`src/rtl/sram_ctrl_pkg.sv`:
```
// ============================================================================
// Module   : sram_ctrl_pkg
// Brief    : Shared FSM state type and byte-order helpers for the SRAM bank controller.
// Revision : 1.0 - initial release
// ============================================================================
`default_nettype none

package sram_ctrl_pkg;

    typedef enum logic [2:0] {
        ST_IDLE     = 3'd0,
        ST_RD       = 3'd1,
        ST_WR_SETUP = 3'd2,
        ST_WR_PULSE = 3'd3,
        ST_WR_HOLD  = 3'd4,
        ST_RSP      = 3'd5
    } state_t;

    localparam int C_MAX_DW = 256;
    localparam int C_MAX_NB = C_MAX_DW / 8;

    // Reverses the lowest nb bytes of d; bytes above nb come back as zero.
    function automatic logic [C_MAX_DW-1:0] bswap(input logic [C_MAX_DW-1:0] d, input int nb);
        logic [C_MAX_DW-1:0] r;
        r = '0;
        for (int i = 0; i < C_MAX_NB; i++) begin
            if (i < nb) r[8*i +: 8] = d[8*(nb-1-i) +: 8];
        end
        return r;
    endfunction

    // Byte-enable companion of bswap: reverses the lowest n bits.
    function automatic logic [C_MAX_NB-1:0] bitrev(input logic [C_MAX_NB-1:0] b, input int n);
        logic [C_MAX_NB-1:0] r;
        r = '0;
        for (int i = 0; i < C_MAX_NB; i++) begin
            if (i < n) r[i] = b[n-1-i];
        end
        return r;
    endfunction

endpackage

`default_nettype wire

```
`src/rtl/sram_bank_mux.sv`:
```
// ============================================================================
// Module   : sram_bank_mux
// Brief    : Bank decode, registered per-bank strobe fan-out and read-data select.
// Revision : 1.0 - initial release
// ============================================================================
`default_nettype none

module sram_bank_mux
    import sram_ctrl_pkg::*;
#(
    parameter  int DATA_W = 32,
    parameter  int BANKS  = 2,
    parameter  int BW     = 1,
    localparam int NB     = DATA_W / 8
) (
    input  logic                    clk,
    input  logic                    rst_n,
    input  logic [BW-1:0]           i_req_bank,
    output logic                    o_req_err,
    input  state_t                  i_state,
    input  logic [BW-1:0]           i_bank,
    input  logic [NB-1:0]           i_be,
    input  logic [BANKS*DATA_W-1:0] i_ram_dq_i,
    output logic [DATA_W-1:0]       o_rdata,
    output logic [BANKS-1:0]        o_ram_ce_n,
    output logic [BANKS-1:0]        o_ram_oe_n,
    output logic [BANKS-1:0]        o_ram_we_n,
    output logic [BANKS-1:0]        o_ram_dq_oe,
    output logic [BANKS*NB-1:0]     o_ram_be_n
);

    logic [BANKS-1:0]    w_sel;
    logic                w_rd;
    logic                w_wr;
    logic                w_pulse;
    logic [BANKS-1:0]    r_ce_n;
    logic [BANKS-1:0]    r_oe_n;
    logic [BANKS-1:0]    r_we_n;
    logic [BANKS-1:0]    r_dq_oe;
    logic [BANKS*NB-1:0] r_be_n;

    always_comb begin
        w_sel = '0;
        for (int b = 0; b < BANKS; b++) begin
            w_sel[b] = (i_bank == BW'(b));
        end
    end

    assign w_rd      = (i_state == ST_RD);
    assign w_wr      = (i_state == ST_WR_SETUP) || (i_state == ST_WR_PULSE) || (i_state == ST_WR_HOLD);
    assign w_pulse   = (i_state == ST_WR_PULSE);
    assign o_req_err = ({1'b0, i_req_bank} >= (BW+1)'(BANKS));

    // Strobes are registered from the current state, so they trail the FSM by one cycle.
    always_ff @(posedge clk or negedge rst_n) begin
        if (!rst_n) begin
            r_ce_n  <= '1;
            r_oe_n  <= '1;
            r_we_n  <= '1;
            r_dq_oe <= '0;
            r_be_n  <= '1;
        end else begin
            for (int b = 0; b < BANKS; b++) begin
                r_ce_n[b]  <= !(w_sel[b] && (w_rd || w_wr));
                r_oe_n[b]  <= !(w_sel[b] && w_rd);
                r_we_n[b]  <= !(w_sel[b] && w_pulse);
                r_dq_oe[b] <= w_sel[b] && w_wr;
                if (w_sel[b] && w_rd)
                    r_be_n[b*NB +: NB] <= '0;
                else if (w_sel[b] && w_wr)
                    r_be_n[b*NB +: NB] <= ~i_be;
                else
                    r_be_n[b*NB +: NB] <= '1;
            end
        end
    end

    always_comb begin
        o_rdata = '0;
        for (int b = 0; b < BANKS; b++) begin
            if (w_sel[b]) o_rdata = i_ram_dq_i[b*DATA_W +: DATA_W];
        end
    end

    assign o_ram_ce_n  = r_ce_n;
    assign o_ram_oe_n  = r_oe_n;
    assign o_ram_we_n  = r_we_n;
    assign o_ram_dq_oe = r_dq_oe;
    assign o_ram_be_n  = r_be_n;

endmodule

`default_nettype wire

```
`src/rtl/sram_bank_ctrl.sv`:
```
// ============================================================================
// Module   : sram_bank_ctrl
// Brief    : Multi-bank async-SRAM controller with programmable wait states.
//            Optional SRAM_CTRL_BYTE_SWAP_EN byte-reverses data and byte enables.
// Revision : 1.0 - initial release
// ============================================================================
`default_nettype none

module sram_bank_ctrl
    import sram_ctrl_pkg::*;
#(
    parameter  int DATA_W  = 32,
    parameter  int ADDR_W  = 20,
    parameter  int BANKS   = 2,
    parameter  int RD_WAIT = 1,
    parameter  int WR_WAIT = 2,
    localparam int BW      = (BANKS > 1) ? $clog2(BANKS) : 1,
    localparam int NB      = DATA_W / 8
) (
    input  logic                    clk,
    input  logic                    rst_n,
    input  logic                    i_req_valid,
    output logic                    o_req_ready,
    input  logic                    i_req_we,
    input  logic [BW+ADDR_W-1:0]    i_req_addr,
    input  logic [NB-1:0]           i_req_be,
    input  logic [DATA_W-1:0]       i_req_wdata,
    output logic                    o_rsp_valid,
    input  logic                    i_rsp_ready,
    output logic [DATA_W-1:0]       o_rsp_rdata,
    output logic                    o_rsp_err,
    output logic [BANKS*ADDR_W-1:0] o_ram_addr,
    output logic [BANKS*DATA_W-1:0] o_ram_dq_o,
    input  logic [BANKS*DATA_W-1:0] i_ram_dq_i,
    output logic [BANKS-1:0]        o_ram_dq_oe,
    output logic [BANKS-1:0]        o_ram_ce_n,
    output logic [BANKS-1:0]        o_ram_oe_n,
    output logic [BANKS-1:0]        o_ram_we_n,
    output logic [BANKS*NB-1:0]     o_ram_be_n
);

    localparam logic [2:0] c_rd_last = 3'(RD_WAIT);
    localparam logic [2:0] c_wr_last = 3'(WR_WAIT - 1);

    state_t              r_state;
    state_t              w_state_nxt;
    logic [2:0]          r_cnt;
    logic                r_req_ready;
    logic                r_rsp_valid;
    logic                r_rsp_err;
    logic [DATA_W-1:0]   r_rsp_rdata;
    logic                r_we;
    logic                r_err;
    logic [BW-1:0]       r_bank;
    logic [ADDR_W-1:0]   r_addr;
    logic [NB-1:0]       r_be;
    logic [DATA_W-1:0]   r_wdata;

    logic                w_accept;
    logic                w_req_err;
    logic [DATA_W-1:0]   w_wdata;
    logic [NB-1:0]       w_be;
    logic [DATA_W-1:0]   w_mux_rdata;
    logic [DATA_W-1:0]   w_rdata;

    assign w_accept = (r_state == ST_IDLE) && r_req_ready && i_req_valid;

`ifdef SRAM_CTRL_BYTE_SWAP_EN
    assign w_wdata = DATA_W'(bswap(C_MAX_DW'(i_req_wdata), NB));
    assign w_be    = NB'(bitrev(C_MAX_NB'(i_req_be), NB));
    assign w_rdata = DATA_W'(bswap(C_MAX_DW'(w_mux_rdata), NB));
`else
    assign w_wdata = i_req_wdata;
    assign w_be    = i_req_be;
    assign w_rdata = w_mux_rdata;
`endif

    always_comb begin
        w_state_nxt = r_state;
        case (r_state)
            ST_IDLE: begin
                if (w_accept) begin
                    if (w_req_err)     w_state_nxt = ST_RSP;
                    else if (i_req_we) w_state_nxt = ST_WR_SETUP;
                    else               w_state_nxt = ST_RD;
                end
            end
            ST_RD:       if (r_cnt == c_rd_last) w_state_nxt = ST_RSP;
            ST_WR_SETUP: w_state_nxt = ST_WR_PULSE;
            ST_WR_PULSE: if (r_cnt == c_wr_last) w_state_nxt = ST_WR_HOLD;
            ST_WR_HOLD:  w_state_nxt = ST_RSP;
            ST_RSP:      if (r_rsp_valid && i_rsp_ready) w_state_nxt = ST_IDLE;
            default:     w_state_nxt = ST_IDLE;
        endcase
    end

    always_ff @(posedge clk or negedge rst_n) begin
        if (!rst_n) begin
            r_state <= ST_IDLE;
            r_cnt   <= '0;
        end else begin
            r_state <= w_state_nxt;
            r_cnt   <= (w_state_nxt != r_state) ? 3'd0 : r_cnt + 3'd1;
        end
    end

    always_ff @(posedge clk or negedge rst_n) begin
        if (!rst_n) begin
            r_we    <= 1'b0;
            r_err   <= 1'b0;
            r_bank  <= '0;
            r_addr  <= '0;
            r_be    <= '0;
            r_wdata <= '0;
        end else if (w_accept) begin
            r_we    <= i_req_we;
            r_err   <= w_req_err;
            r_bank  <= i_req_addr[ADDR_W +: BW];
            r_addr  <= i_req_addr[ADDR_W-1:0];
            r_be    <= w_be;
            r_wdata <= w_wdata;
        end
    end

    // Response is raised one cycle after entering RSP, which is also the last
    // cycle oe_n is still low, so the read data is captured at that same edge.
    always_ff @(posedge clk or negedge rst_n) begin
        if (!rst_n) begin
            r_req_ready <= 1'b1;
            r_rsp_valid <= 1'b0;
            r_rsp_err   <= 1'b0;
            r_rsp_rdata <= '0;
        end else begin
            r_req_ready <= (r_state == ST_IDLE) && !w_accept;
            if (r_state == ST_RSP && !r_rsp_valid) begin
                r_rsp_valid <= 1'b1;
                r_rsp_err   <= r_err;
                r_rsp_rdata <= (r_we || r_err) ? '0 : w_rdata;
            end else if (r_rsp_valid && i_rsp_ready) begin
                r_rsp_valid <= 1'b0;
                r_rsp_err   <= 1'b0;
                r_rsp_rdata <= '0;
            end
        end
    end

    sram_bank_mux #(
        .DATA_W (DATA_W),
        .BANKS  (BANKS),
        .BW     (BW)
    ) u_mux (
        .clk         (clk),
        .rst_n       (rst_n),
        .i_req_bank  (i_req_addr[ADDR_W +: BW]),
        .o_req_err   (w_req_err),
        .i_state     (r_state),
        .i_bank      (r_bank),
        .i_be        (r_be),
        .i_ram_dq_i  (i_ram_dq_i),
        .o_rdata     (w_mux_rdata),
        .o_ram_ce_n  (o_ram_ce_n),
        .o_ram_oe_n  (o_ram_oe_n),
        .o_ram_we_n  (o_ram_we_n),
        .o_ram_dq_oe (o_ram_dq_oe),
        .o_ram_be_n  (o_ram_be_n)
    );

    assign o_req_ready = r_req_ready;
    assign o_rsp_valid = r_rsp_valid;
    assign o_rsp_err   = r_rsp_err;
    assign o_rsp_rdata = r_rsp_rdata;
    assign o_ram_addr  = {BANKS{r_addr}};
    assign o_ram_dq_o  = {BANKS{r_wdata}};

endmodule

`default_nettype wire
```
`config.mk`:
```
export PLATFORM = sky130hd
export DESIGN_NAME = sram_bank_ctrl
export DESIGN_NICKNAME = d
export VERILOG_FILES = /design/src/rtl/sram_ctrl_pkg.sv /design/src/rtl/sram_bank_mux.sv /design/src/rtl/sram_bank_ctrl.sv
export SDC_FILE = /design/constraint.sdc
export NUM_CORES = 1
export LEC_CHECK = 0
export ABC_CLOCK_PERIOD_IN_PS = 3320
export CORE_MARGIN = 2
export CORE_UTILIZATION = 43
export DETAILED_ROUTE_END_ITERATION = 16
export PLACE_DENSITY = 0.9
export SLEW_MARGIN = 15
export SYNTH_ARGS = -nofsm -noshare
export SYNTH_HDL_FRONTEND = slang
export SYNTH_HIERARCHICAL = 1
export SYNTH_SLANG_ARGS = --single-unit
export TNS_END_PERCENT = 100
```
`constraint.sdc`:
```
create_clock -name clk -period 3.32 [get_ports clk]
set_clock_uncertainty 0.15 [all_clocks]
set_input_delay 0.83 -clock clk [delete_from_list [all_inputs] [get_ports clk]]
set_output_delay 0.83 -clock clk [all_outputs]
set_load 0.01 [all_outputs]
```
### After elaboration in Yosys (flattened, before gate mapping)

Cells that the tools add are included.

* output and inout bits: 155
* logic and storage cells: 70
* register bits: 115

* bitwise logic cells: 2
* reduce and logical (&&, ||, !) cells: 26
* add/sub/neg operators: 1
* multiplexer cells: 18
* equality and inequality tests: 7

Operator list (count)
* 2-to-1 mux 32 bit: 4
* one-hot mux 3 bit (6 select lines): 1
* 2-to-1 mux 4 bit: 4
* 2-to-1 mux 3 bit: 5
* logical AND 1 bit: 13
* zero test 1 bit: 8
* equality test 3 x 1 -> 1 bit, second input constant: 2
* equality test 3 x 2 -> 1 bit, second input constant: 2
* equality test 3 bit, second input constant: 2
* inverter 4 bit: 1
* adder 3 x 1 -> 3 bit, second input constant: 1
* zero test 3 bit: 1
* logical OR 1 bit: 3
* 2-to-1 mux 1 bit: 3
* != test 3 bit: 1
* 2-to-1 mux 2 bit: 1
* nonzero test 2 bit: 1
* inverter 1 bit: 1

### Logic depth before layout (Yosys ltp)

* depth after elaboration: 7
* depth in mapped cells: 6

### Modules after synthesis

The synthesis kept the hierarchy.

By module, submodules not included
* sram_bank_ctrl: seq. area each 2503.7 um^2, cells each 301, area an instance 4220.3 um^2, instances 1
* sram_bank_mux: seq. area each 417.9 um^2, cells each 90, area an instance 1106.1 um^2, instances 1

### Worst setup path after synthesis

Ideal clock, no wire load.

* path type: input -> register
* start point: input port i_req_valid
* end point: register r_addr[0]
* slack: 1277 ps
* library setup time: 125 ps
* buffers on the path: 2
* cell stages on the path: 5
* data required time: 3045 ps
* arrival time: 1769 ps
* cells stage by stage: and2_1 buf_2 nand2_1 buf_2 mux2_2

* word-level cells in the longest chain between the ends: 1

RTL lines
* start, declared: line sram_bank_ctrl.sv:22 `input logic i_req_valid,`
* logical AND 1 bit: line sram_bank_ctrl.sv:66 `assign w_accept = (r_state == ST_IDLE) && r_req_ready && i_req_valid;`
* end signal, assigned: line sram_bank_ctrl.sv:119 `r_addr <= i_req_addr[ADDR_W-1:0];`
* end, declared: line sram_bank_ctrl.sv:55 `logic [ADDR_W-1:0] r_addr;`

Every way passes these cells.
A chain may end at the register's enable or synchronous reset.

### Worst setup path in the final report

* start point: register r_rsp_valid (netlist: o_rsp_valid)
* end point: output port o_rsp_valid

RTL lines
* start, declared: line sram_bank_ctrl.sv:49 `logic r_rsp_valid;`
* start signal, assigned: line sram_bank_ctrl.sv:130 `r_rsp_valid <= 1'b0;`
* start signal, assigned: line sram_bank_ctrl.sv:136 `r_rsp_valid <= 1'b1;`
* start signal, assigned: line sram_bank_ctrl.sv:140 `r_rsp_valid <= 1'b0;`
* end, declared: line sram_bank_ctrl.sv:28 `output logic o_rsp_valid,`

No word-level cell between the ends.

==> impl_summary.txt <==
----------------------------------------------------
[Run status]
  Run status ... complete, no violations

[Placement]
  Port buffer count ... between 200 and 300
  Half-perimeter wire length after placement ... around 10,000 microns
  Final GP Congestion ... 0.830

[Logic synthesis]
  Share of async-settable or async-resettable flops after synthesis ... 100%
  Largest cells by area after synthesis ... dfrtp_1 (47%), mux2_2 (19%), buf_4 (7.8%)
  YS warnings ... 6
  Gate count of the mapped netlist ... 391
  Nets in the synthesized netlist ... ~520
  Distinct cell type count of the synthesized netlist ... 40
  Synthesized area per cell ... about 14 sq um
  Area fraction of the dominant cell type after synthesis ... around 47%
  Predominant post-synthesis flop cell ... dfrtp_1
  Share of the yosys chip area belonging to registers ... 54.9%
  Summed instance area of the synthesized netlist ... 0.00533 sq mm
  Number of storage elements in the synthesis netlist ... roughly 120
  Count of flip-flops with a built-in enable after synthesis ... 0
  Area leader, netlist ... dfrtp_1

[Worst setup path]
  Number of buffers and inverters on the critical path ... 1
  CP Class ... flip-flop to output port
  Number of cell instances on the worst register-to-register path ... 4
  Critical Path Source ... o_rsp_valid$_DFFE_PN0P_
  Crit end category ... output port
  Data required time at the worst endpoint ... between 2 and 2.5 ns
  Top fanout value on the critical path ... 10
  Cell type group with the largest total delay on the critical path ... buffers and inverters
  Critical path, cell by cell ... clkdlybuf4s50_1
  Critical Path Slowest Stage Cell ... clkdlybuf4s50_1
  Minimum setup slack among reg-to-reg paths ... approximately 1.0 ns
  Reg-to-reg endpoint ... r_wdata[10]$_DFFE_PN0N_
  Delay of the slowest cell on the worst path ... ~0.63 ns
  Startpoint class of the critical path ... flip-flop
  Data arrival time of the critical path ... between 1.5 and 2 ns
  Worst flop-to-flop path startpoint ... r_state[2]$_DFF_PN0_

[Die]
  Height of the chip ... between 100 and 150 microns
  Row count ... 40
  Die Area ... between 0.01 and 0.015 sq mm
  Die outline width ... roughly 120 microns
  Placeable Area ... between 0.01 and 0.015 sq mm
  Boundary pin count ... 281
  Initial Utilization ... approximately 44%

[Cells and area]
  Filler cells ... 836
  Area added between synthesis and finish ... 58.9%
  Commonest cells after routing, fill and taps aside ... clkdlybuf4s50_1 (279), dfrtp_1 (100), mux2_2 (90)
  Ratio of cells with drive above 1 in the final layout ... 23.7%
  Final #Nets ... roughly 750
  Final antenna diode count ... 0
  Leading cell type in the layout, fill and taps excluded ... clkdlybuf4s50_1
  Util after Layout ... approximately 70%

[Power and ir drop]
  Static Leakage ... 0.00355 uW
  Power density normalized to cell area ... ~960 mW/mm^2
  Peak supply drop ... ~480 uV

[Timing]
  Relative slew slack ... roughly a third
  Highest achievable clock rate ... between 0.3 and 0.4 GHz
  Transition time at the pin with the least slew margin ... between 1 and 1.5 ns
  Final count of negative-setup-slack endpoints ... 0
  Sum Neg Setup Slack ... 0 ns
  Period utilization ... between 70% and 80%
  Tmin final ... ~2.6 ns
  Final-report max-slew violation count ... 0
  Final hold violation count ... 0
  RSZ-0062 raised after global routing ... no

[Global routing]
  Antenna violations before repair ... 0
  GR Util All Layers ... between 20% and 30%
  Met1 track demand over resource ... ~23%
  Global Route met3 Usage ... about 5.1%
  Overflow after GRT ... 0
  Routing layer with the top usage in global route ... met2
  Global routing met2 resource utilization ... 37.5%
  Via count of the first global-routing pass ... around 4,000
  Largest net degree at the start of global routing ... 60
  First-pass GRT wire length ... about 21,000 microns

[Clocking]
  Number of gates resized after cts ... 0
  Clock buffer depth ... 2
  Number of CTS-inserted buffers ... 17
  Clock insertion delay at the later pin of the skew report ... 0.40 ns
  CTS tree ... done
  Number of sinks driven by the clock tree ... 116
  Hold bufs inserted after CTS ... 0
  Clk slew on worst S/H paths ... approximately 0.05 ns
  H-tree depth ... 4
  Library cell used as clock root buffer ... clkbuf_16
  Post-CTS setup buffer count ... 0

[Route]
  Total iterations of the first detailed-routing run ... 4
  Vias after detailed routing ... 3,971
  Routed vias/inst ... 4.96
  Routed len/inst ... about 17 microns
  Final WL ... roughly 14,000 microns
  Remaining routing DRC violations ... 0
  Drt initial violations ... between 150 and 200
  Detail Route Antenna Nets ... 0

[Job]
  Max-cap violations ... 0

[Worst hold path]
  Type of the most critical hold path ... primary input to async pin

----------------------------------------------------
layer usage:
| metal | vias up | routed length (microns) |
|---|---|---|
| li1 | 1820 | - |
| met4 | 0 | 174 |
| met1 | 1968 | 5210 |
| met3 | 18 | 819 |
| met5 | - | 0 |
| met2 | 165 | 7650 |
area by class of cell:
cell class,count,area [sq um],area share [%]
flip-flops and latches,116,2920,34.5
clock buffers,23,468,5.53
multi-input cells,194,1870,22.1
clock inverters,9,106,1.26
well taps,168,210,2.48
repair buffers,285,2860,33.8
inverters,5,18.8,0.222
where the power goes:
part	switching, uW	leakage (uW)	internal, uW
combinational	1360	0.00183	2280
sequential	607	0.00145	2100
clock	620	0.000273	1140
total	2580	0.00355	5520
synthesized netlist by cell type, types with 2 or more instances:
master / n
nand2b_1: 2
clkbuf_1: 2
o21ai_0: 6
dfstp_2: 15
a2111oi_0: 3
nor2b_1: 3
buf_2: 17
nand3b_1: 2
mux2i_1: 3
dfrtp_1: 101
inv_1: 4
a311oi_1: 9
nand2_1: 5
buf_4: 55
a21oi_1: 3
nand3_1: 6
nor2_1: 4
a22o_1: 32
and4b_1: 4
mux2_2: 90
ha_1: 2
buf_6: 2
nor4bb_1: 4
through the flow:
stage	hold slack [ns]	total power [uW]	worst slack (ns)	cell area, sq um	cells
after CTS	0.198	8180	0.728	8460	800
final	0.205	8100	0.753	8460	800
after global placement	0.322	6220	0.595	7890	768
after floorplan	0.301	4560	1.28	5330	391
after global routing	0.216	8500	0.680	8460	800
after detailed placement	0.340	6370	0.547	7890	768
registers in the layout, indices dropped and copies added, names as in the netlist, 2 cells and up:
name,cells
o_rsp_rdata,32
r_addr,20
r_be,4
r_cnt,3
r_state,3
r_wdata,32
u_mux/o_ram_be_n,8
u_mux/o_ram_ce_n,2
u_mux/o_ram_dq_oe,2
u_mux/o_ram_oe_n,2
u_mux/o_ram_we_n,2
kinds of logic (layout without fill, tap and decap cells):
logic type	Yosys count	in the layout	synth area share (%)
fa+ha+maj	2	2	0.470
other cells	1	1	0.0704
buf+inv	81	322	10.3
xor+xnor	1	1	0.164
compound gates	56	56	8.64
mux	93	93	19.6
simple gates	41	41	5.94
flops	116	116	54.9
worst max-delay path by stage:
stage	endpoint	cells past startpoint
floorplan	r_addr[0]$_DFFE_PN0N_	5
global placement	r_addr[14]$_DFFE_PN0N_	5
detailed placement	r_wdata[10]$_DFFE_PN0N_	5
CTS	o_rsp_valid	1
global route	o_rsp_valid	1
finish	o_rsp_valid	1
(Power assumes the default switching activity.)
